`src/rtl/uart_arb_pkg.sv`:
```
// Shared types and defaults for the UART transmit arbiter.
package uart_arb_pkg;

   typedef enum logic [1:0] {
      IDLE       = 2'd0,
      ISSUE      = 2'd1,
      WAIT_START = 2'd2,
      WAIT_DONE  = 2'd3
   } arb_state_t;

   localparam int DATA_W_DEF = 8;

endpackage

```
`src/rtl/uart_tx_arbiter_rr.sv`:
```
// Round-robin picker: first request at or after ptr_i, wrapping to the lowest index.
module rr_arbiter #(
   parameter int N  = 4,
   parameter int IW = $clog2(N)
) (
   input  logic [N-1:0]  req_i,
   input  logic [IW-1:0] ptr_i,
   input  logic          en_i,
   output logic [N-1:0]  gnt_o,
   output logic [IW-1:0] idx_o
);

   logic [N-1:0]  mask;
   logic [N-1:0]  masked;
   logic [N-1:0]  sel;
   logic [IW-1:0] idx;
   logic          found;

   always_comb begin
      mask = '0;
      for (int i = 0; i < N; i++) begin
         mask[i] = (i >= int'(ptr_i));
      end
      masked = req_i & mask;
      // Nothing at or above the pointer: fall back to the plain lowest-index request.
      sel    = (|masked) ? masked : req_i;
      idx    = '0;
      found  = 1'b0;
      for (int i = 0; i < N; i++) begin
         if (sel[i] && !found) begin
            idx   = IW'(i);
            found = 1'b1;
         end
      end
      idx_o = idx;
      gnt_o = (en_i && (|req_i)) ? ({{(N-1){1'b0}}, 1'b1} << idx) : '0;
   end

endmodule

```
`src/rtl/uart_tx_arbiter.sv`:
```
// Round-robin sharing of one UART transmitter among N_REQ byte producers.
// Optional packet lock (keep one producer until its req_last byte) when UART_ARB_LOCK_EN is defined.
module uart_tx_arbiter
   import uart_arb_pkg::*;
#(
   parameter int N_REQ  = 4,
   parameter int DATA_W = DATA_W_DEF,
   parameter int IW     = $clog2(N_REQ)
) (
   input  logic                    clk,
   input  logic                    rst,
   input  logic [N_REQ-1:0]        req_valid,
   input  logic [N_REQ*DATA_W-1:0] req_data,
   input  logic [N_REQ-1:0]        req_last,
   output logic [N_REQ-1:0]        req_ready,
   output logic                    tx_we,
   output logic [DATA_W-1:0]       tx_data,
   input  logic                    tx_busy,
   output logic [IW-1:0]           grant_id,
   output logic                    arb_busy,
   output arb_state_t              dbg_state_o
);

   // Handshake: req_ready[i] is high only in an accepting IDLE cycle; a byte is consumed
   // exactly when req_valid[i] && req_ready[i] are both high at a rising edge.

   arb_state_t        state_q, state_d;
   logic [DATA_W-1:0] tx_data_q, tx_data_d;
   logic [IW-1:0]     grant_q, grant_d;
   logic [IW-1:0]     ptr_q, ptr_d;

   logic [N_REQ-1:0]  arb_req;
   logic [N_REQ-1:0]  win_gnt;
   logic [IW-1:0]     win_idx;
   logic [IW-1:0]     ptr_next;
   logic [DATA_W-1:0] win_data;
   logic              arb_en;

`ifdef UART_ARB_LOCK_EN
   logic          lock_q, lock_d;
   logic [IW-1:0] owner_q, owner_d;

   // While locked only the owning producer may be granted.
   assign arb_req = lock_q ? (req_valid & ({{(N_REQ-1){1'b0}}, 1'b1} << owner_q)) : req_valid;
`else
   logic unused_last;

   assign unused_last = ^req_last;
   assign arb_req     = req_valid;
`endif

   // A frame left running across a reset still blocks grants through tx_busy.
   assign arb_en   = (state_q == IDLE) && !tx_busy && !rst;
   assign win_data = req_data[win_idx*DATA_W +: DATA_W];
   assign ptr_next = (win_idx == IW'(N_REQ-1)) ? '0 : win_idx + IW'(1);

   rr_arbiter #(
      .N  (N_REQ),
      .IW (IW)
   ) u_rr (
      .req_i (arb_req),
      .ptr_i (ptr_q),
      .en_i  (arb_en),
      .gnt_o (win_gnt),
      .idx_o (win_idx)
   );

   always_comb begin
      state_d   = state_q;
      tx_data_d = tx_data_q;
      grant_d   = grant_q;
      ptr_d     = ptr_q;
      req_ready = '0;
      tx_we     = 1'b0;
`ifdef UART_ARB_LOCK_EN
      lock_d    = lock_q;
      owner_d   = owner_q;
`endif
      case (state_q)
         IDLE: begin
            if (arb_en && (|arb_req)) begin
               req_ready = win_gnt;
               tx_data_d = win_data;
               grant_d   = win_idx;
               state_d   = ISSUE;
`ifdef UART_ARB_LOCK_EN
               if (req_last[win_idx]) begin
                  lock_d = 1'b0;
                  ptr_d  = ptr_next;
               end else begin
                  lock_d  = 1'b1;
                  owner_d = win_idx;
               end
`else
               ptr_d = ptr_next;
`endif
            end
         end
         ISSUE: begin
            tx_we   = 1'b1;
            state_d = WAIT_START;
         end
         WAIT_START: begin
            if (tx_busy) state_d = WAIT_DONE;
         end
         WAIT_DONE: begin
            if (!tx_busy) state_d = IDLE;
         end
         default: state_d = IDLE;
      endcase
   end

   always_ff @(posedge clk) begin
      if (rst) begin
         state_q   <= IDLE;
         tx_data_q <= '0;
         grant_q   <= '0;
         ptr_q     <= '0;
`ifdef UART_ARB_LOCK_EN
         lock_q    <= 1'b0;
         owner_q   <= '0;
`endif
      end else begin
         state_q   <= state_d;
         tx_data_q <= tx_data_d;
         grant_q   <= grant_d;
         ptr_q     <= ptr_d;
`ifdef UART_ARB_LOCK_EN
         lock_q    <= lock_d;
         owner_q   <= owner_d;
`endif
      end
   end

   assign tx_data     = tx_data_q;
   assign grant_id    = grant_q;
   assign arb_busy    = (state_q != IDLE);
   assign dbg_state_o = state_q;

endmodule

```
`config.mk`:
```
export PLATFORM = sky130hd
export DESIGN_NAME = uart_tx_arbiter
export DESIGN_NICKNAME = d
export VERILOG_FILES = /design/src/rtl/uart_arb_pkg.sv /design/src/rtl/uart_tx_arbiter_rr.sv /design/src/rtl/uart_tx_arbiter.sv
export SDC_FILE = /design/constraint.sdc
export NUM_CORES = 1
export LEC_CHECK = 0
export ABC_CLOCK_PERIOD_IN_PS = 2500
export CORE_MARGIN = 10
export CORE_UTILIZATION = 38
export CTS_CLUSTER_SIZE = 20
export DETAILED_ROUTE_END_ITERATION = 6
export MAX_ROUTING_LAYER = met4
export PLACE_DENSITY = 0.85
export SKIP_LAST_GASP = 1
export SYNTH_ARGS = -nofsm -noshare
export SYNTH_HDL_FRONTEND = slang
export SYNTH_HIERARCHICAL = 1
export SYNTH_SLANG_ARGS = --single-unit
```
`constraint.sdc`:
```
create_clock -name clk -period 2.5 [get_ports clk]
set_input_delay 0.5 -clock clk [delete_from_list [all_inputs] [get_ports clk]]
set_output_delay 0.5 -clock clk [all_outputs]
set_load 0.05 [all_outputs]
```
## Word-level counts from Yosys, hierarchy flattened

Index checks and enable logic that the tools add are counted.
W data, S select, Z words.

| storage, ports and cells | value |
|---|---|
| flip-flop bits (word level) | 14 |
| logic and storage cells | 50 |

| cells by class | value |
|---|---|
| add/sub/neg operators | 1 |
| magnitude comparators | 3 |
| equal/unequal tests | 7 |
| shift operators | 2 |
| multiplexer cells | 15 |
| bitwise logic cells | 1 |
| reductions and logical operators | 17 |

Operators with widths:

| operator | number |
|---|---|
| $shiftx A32 B6 Y8 | 1 |
| $mux W2 | 6 |
| $mux W4 | 3 |
| $pmux W2 S4 | 1 |
| $reduce_or A4 Y1 | 2 |
| $eq A2 B2 Y1 const B | 3 |
| $logic_and A1 B1 Y1 | 6 |
| $logic_not A1 Y1 | 5 |
| $mux W1 | 5 |
| $and A4 B4 Y4 | 1 |
| $ge A1 B2 Y1 const A | 2 |
| $ne A2 B2 Y1 const B | 2 |
| $shl A1 B2 Y4 const A | 1 |
| $reduce_and A3 Y1 | 1 |
| $add A2 B1 Y2 const B | 1 |
| $eq A2 B1 Y1 const B | 1 |
| $ge A2 B2 Y1 const A | 1 |
| $logic_not A2 Y1 | 1 |
| $ne A2 B1 Y1 const B | 1 |
| $reduce_and A2 Y1 | 1 |
| $reduce_bool A2 Y1 | 1 |

## Depth between registers and ports, before layout

| logic depth | value |
|---|---|
| depth after elaboration | 17 |
| mapped depth | 8 |

## Hierarchy

Netlist, hierarchy kept.

Modules (own cells, without submodules):

| module | instances | cells an instance | area an instance (um^2) |
|---|---|---|---|
| uart_tx_arbiter | 1 | 96 | 923.4 |
| rr_arbiter | 1 | 23 | 153.9 |

## Least setup slack after synthesis

OpenSTA, ideal clock, no wires.

| path | value |
|---|---|
| path kind | reg-to-output |
| from | register state_q[0] (netlist: dbg_state_o[0]) |
| to | output req_ready[0] |
| arrival time | 1.984 ns |
| data required time | 2.000 ns |
| path slack | 0.016 ns |
| cell stages (with the launch flop) | 9 |
| buffers on the path | 1 |
| cells stage by stage | dfxtp_1 > inv_1 > ha_1 > nand2b_1 > clkbuf_1 > nor2_1 > o41ai_2 > nor3b_2 > and2_1 |

| between the ends | value |
|---|---|
| cells in the longest elaborated chain, start to end | 6 |

Ends and longest elaborated chain:

| item | RTL line | RTL |
|---|---|---|
| from (decl) | uart_tx_arbiter.sv:27 | `arb_state_t state_q, state_d;` |
| from (signal assigned) | uart_tx_arbiter.sv:124 | `state_q <= state_d;` |
| $logic_not A2 Y1 | uart_tx_arbiter.sv:53 | `assign arb_en = (state_q == IDLE) && !tx_busy && !rst;` |
| $logic_and A1 B1 Y1 (2 in a row) | uart_tx_arbiter.sv:53 |  |
| named net arb_en | uart_tx_arbiter.sv:37 | `logic arb_en;` |
| $logic_and A1 B1 Y1 | uart_tx_arbiter_rr.sv:36, uart_tx_arbiter.sv:81 |  |
| $mux W4 | uart_tx_arbiter.sv:81 | `if (arb_en && (\|arb_req)) begin` |
| $mux W4 | uart_tx_arbiter.sv:79 | `case (state_q)` |
| to (decl) | uart_tx_arbiter.sv:15 | `output logic [N_REQ-1:0] req_ready,` |

The timed path passes the listed nets, and every way through them passes these cells.

## Worst setup path after layout

| path | value |
|---|---|
| from | input req_valid[2] |
| to | output req_ready[0] |

| between the ends | value |
|---|---|
| cells in the longest elaborated chain, start to end | 16 |
| elaborated cells between the ends (all ways) | 20 |

Ends and longest elaborated chain:

| item | RTL line | RTL |
|---|---|---|
| from (decl) | uart_tx_arbiter.sv:12 | `input logic [N_REQ-1:0] req_valid,` |
| $and A4 B4 Y4 | uart_tx_arbiter_rr.sv:24 | `masked = req_i & mask;` |
| $reduce_or A4 Y1 | uart_tx_arbiter_rr.sv:26 | `sel = (\|masked) ? masked : req_i;` |
| $mux W4 * | uart_tx_arbiter_rr.sv:26 |  |
| $mux W1 | uart_tx_arbiter_rr.sv:30 | `if (sel[i] && !found) begin` |
| $logic_not A1 Y1 | uart_tx_arbiter_rr.sv:30 |  |
| $logic_and A1 B1 Y1 | uart_tx_arbiter_rr.sv:30 |  |
| $mux W1 | uart_tx_arbiter_rr.sv:30 |  |
| $logic_not A1 Y1 | uart_tx_arbiter_rr.sv:30 |  |
| [... 2 more ...] | -- |  |
| $logic_not A1 Y1 | uart_tx_arbiter_rr.sv:30 |  |
| $logic_and A1 B1 Y1 | uart_tx_arbiter_rr.sv:30 |  |
| $mux W2 * | uart_tx_arbiter_rr.sv:30 |  |
| named net win_idx[0] | uart_tx_arbiter.sv:34 | `logic [IW-1:0] win_idx;` |
| $shl A1 B2 Y4 * | uart_tx_arbiter_rr.sv:36 | `gnt_o = (en_i && (\|req_i)) ? ({{(N-1){1'b0}}, 1'b1} << idx) : '0;` |
| named net win_gnt[0] | uart_tx_arbiter.sv:33 | `logic [N_REQ-1:0] win_gnt;` |
| $mux W4 * | uart_tx_arbiter.sv:81 |  |
| $mux W4 * | uart_tx_arbiter.sv:79 |  |

Mark *: on every way through the listed nets, which the timed path passes. The rest lies on a longest branch.

==> flow_summary.yaml <==
outcome:
  run_status: "complete, no violations"
critical_path:
  cp-end-kind: "primary output"
  timing.rr.end: "tx_data[4]"
  worst-endpoint-required_ns: 2.00
  worst_r2r_startpoint: "ptr_q[1]"
  crit_path_max_fanout: 8
  cp-endpoint: "req_ready[0]"
  ff2ff_setup_slack_ns: 0.37
  cp-startpoint: "req_valid[2]"
  arrival_ns: 1.92
  worstSetupStartpointType: "input port"
  worstRegToRegCells: 7
  path_class: "in2out"
finish:
  nNetsFinal: 233
  final_cell_mix: "sky130_fd_sc_hd__clkdlybuf4s50_1, sky130_fd_sc_hd__a21oi_1, sky130_fd_sc_hd__buf_4"
  final_cells: 215
  drive_above_1_share_pct: 21.7
  antenna_cells: 0
  layout.cells.most_common: "sky130_fd_sc_hd__clkdlybuf4s50_1"
  area.growth.synth_to_final_pct: 65.0
run:
  max_cap_viol_count: 0
global_route:
  antenna_found_initial: 0
  global_route_wire_length_before_repair_um: 5730
  first_global_vias: 1286
  grt_start_max_net_pins: 16
  overall_overflow_remaining_after_global_route: 0
  grt_use_total_pct: 13.5
synth:
  synth.yosys.seq_area_share_pct: 26.0
  synth.yosys.warnings: 6
  synth-main-ff-cell: "sky130_fd_sc_hd__dfxtp_1"
  synth_cell_types: 32
  mean_instance_size_in_the_synthesized_netlist_um2: 9.05
  synth_area_um2: 1080
  syn_inst: 119
  syn_nets: 167
  yosys_register_bits: 14
  synth-async-reset-ratio_pct: 0
  number_of_enable_type_register_cells_in_the_synthesized_netlist: 0
die:
  floorplan.initialDensity_pct: 39.4
  die-area_um2: 5360
  dieWidth_um: 73.2
  num_rows: 19
  placeableCoreArea_um2: 2730
  boundaryPins: 61
  floorplan.die.height_um: 73.2
sta:
  final_setup_violation_count: 0
  timing.clock.skew_ns: 0.00331
  transition_at_the_pin_with_the_smallest_max_transition_slack_ns: 0.547
  finalCriticalPeriod_ns: 2.42
  timing.fmax_mhz: 413
  final_hold_viol_count: 0
  setup_ws_ns: 0.0794
  fin_crit_sh_pct: 96.8
  finalMaxSlewViolations: 0
  relSlewSlack_pct: 63.4
clocking:
  inserted_clock_buffers: 3
  worst_setup_hold_path_clk_slew_ns: 0.09
  worst_skew_pair.late_latency_ns: 0.28
  library_cell_used_as_clock_root_buffer: "sky130_fd_sc_hd__clkbuf_4"
  cts_buffer_depth: 2
  cts.sink_count: 14
  htree_levels: 1
  tritoncts: "done"
worst_hold_path:
  worstHoldPathType: "reg2reg"
  timing.hold.worst_path_depth: 2
drt:
  post_drt_wl_per_cell_um: 16.2
  firstDrtPassIters: 4
  vias_per_cell: 5.54
  post-route-drc-count: 0
  postRouteAntennaNets: 0
  drt-total-wl_um: 3480
  route.vias.total: 1191
  drt_iter0_markers: 53
placement:
  post-dp-hpwl_um: 2850
  dpl.cell_count: 211
  io_buffer_count: 56
  place_congestion: 0.826
  worst_setup_slack_after_placement_ns: -0.104
pwr:
  power.density_nw_per_um2: 829
  share_clk_of_total_power_pct: 11.3
  comb_power_share_pct: 65.9
  net_switching_power_uw: 690
  pwr-share-seq_pct: 22.9
  leakagePower_uw: 0.000678
  sw_frac_of_total_pct: 46.8
  power.internal_uw: 784
  largest_voltage_drop_on_the_vdd_net_mv: 0.580
-- worst min-delay path by stage --
stage / to / from / slack (ns)
final: grant_id[0] / grant_id[0] / 0.48
after global routing: tx_data[5] / tx_data[5] / 0.52
after CTS: grant_id[0] / grant_id[0] / 0.48
after detailed placement: grant_id[0] / grant_id[0] / 0.47
after global placement: tx_data[1] / tx_data[1] / 0.46
after floorplan: ptr_q[0] / ptr_q[0] / 0.52
-- synthesized netlist by cell type, types with 2 or more instances --
library cell               instances  area, um2
sky130_fd_sc_hd__and2_1            4       25.0
sky130_fd_sc_hd__o21ai_1           2       10.0
sky130_fd_sc_hd__mux4_2            8        180
sky130_fd_sc_hd__dfxtp_1          14        280
sky130_fd_sc_hd__ha_1              5       62.6
sky130_fd_sc_hd__nand3_1          13       65.1
sky130_fd_sc_hd__clkbuf_1          5       18.8
sky130_fd_sc_hd__nor2_1            8       30.0
sky130_fd_sc_hd__inv_1             5       18.8
sky130_fd_sc_hd__nand2b_1          5       31.3
sky130_fd_sc_hd__nor2b_1           2       12.5
sky130_fd_sc_hd__a21oi_1          16       80.1
sky130_fd_sc_hd__nand2_1           2       7.51
sky130_fd_sc_hd__o21ai_0          12       60.1
-- cell families after synthesis --
kind of cell             after synthesis  synth area share [%]
adder cells (fa/ha/maj)                5                  5.81
flip-flops                            14                  26.0
AO/OA/AOI/OAI                         38                  22.4
buffers and inverters                 13                  5.58
multiplexers                           9                  17.7
AND/OR/NAND/NOR                       40                  22.5
-- critical path, stage by stage --
cell	delay, ns
sky130_fd_sc_hd__clkdlybuf4s50_1	0.42
sky130_fd_sc_hd__buf_4	0.18
sky130_fd_sc_hd__a221oi_2	0.32
sky130_fd_sc_hd__buf_4	0.17
sky130_fd_sc_hd__nor3b_2	0.03
sky130_fd_sc_hd__and2_1	0.14
sky130_fd_sc_hd__buf_6	0.15
-- sequential cells by signal (all words and copies together) (netlist names) --
signal and count:
ptr_q 2, dbg_state_o 2, grant_id 2, tx_data 8
-- routing by layer --
layer  vias to the layer above  global-route usage, %  share of wire, %
met4                         0                   7.59               2.8
met5                         -                      -                 0
li1                        573                      -                 -
met1                       533                   15.3                42
met2                        75                   21.0                48
met3                        10                   3.40               7.9
-- repair_timing --
action	CTS	global route
endpoints found under the hold margin	0	0
endpoints found under the setup margin	4	5
hold buffers	0	0
gates resized for setup	2	7
setup buffers	0	0
pin swaps	1	1
-- area by class of cell --
| cell class | instances | area (um2) |
|---|---|---|
| fillers | 213 | 956 |
| multi-input cells | 92 | 747 |
| flip-flops and latches | 14 | 282 |
| well taps | 31 | 38.8 |
| clock buffers | 4 | 36.3 |
| repair buffers | 69 | 656 |
| inverters | 5 | 18.8 |
-- power groups by stage --
stage	clock, uW	sequential [uW]	combinational, uW
2_1_floorplan	0	502	472
3_3_place_gp	0	333	929
3_5_place_dp	0	341	962
4_1_cts	167	336	965
5_1_grt	175	349	1040
6_report	166	337	971
-- per-stage QoR --
| step | utilization, % | hold WS (ns) | power (uW) | area [um2] | TNS [ns] |
|---|---|---|---|---|---|
| finish | 65.0 | 0.481 | 1470 | 1780 | 0 |
| global route | 65.0 | 0.517 | 1560 | 1780 | -0.00732 |
| CTS | 64.3 | 0.483 | 1470 | 1760 | 0 |
| detailed placement | 63.0 | 0.471 | 1300 | 1720 | -0.683 |
| global placement | 63.0 | 0.463 | 1260 | 1720 | -0.0956 |
| floorplan | - | 0.522 | 974 | 1080 | 0 |
Power figures use the tool's default switching activity.
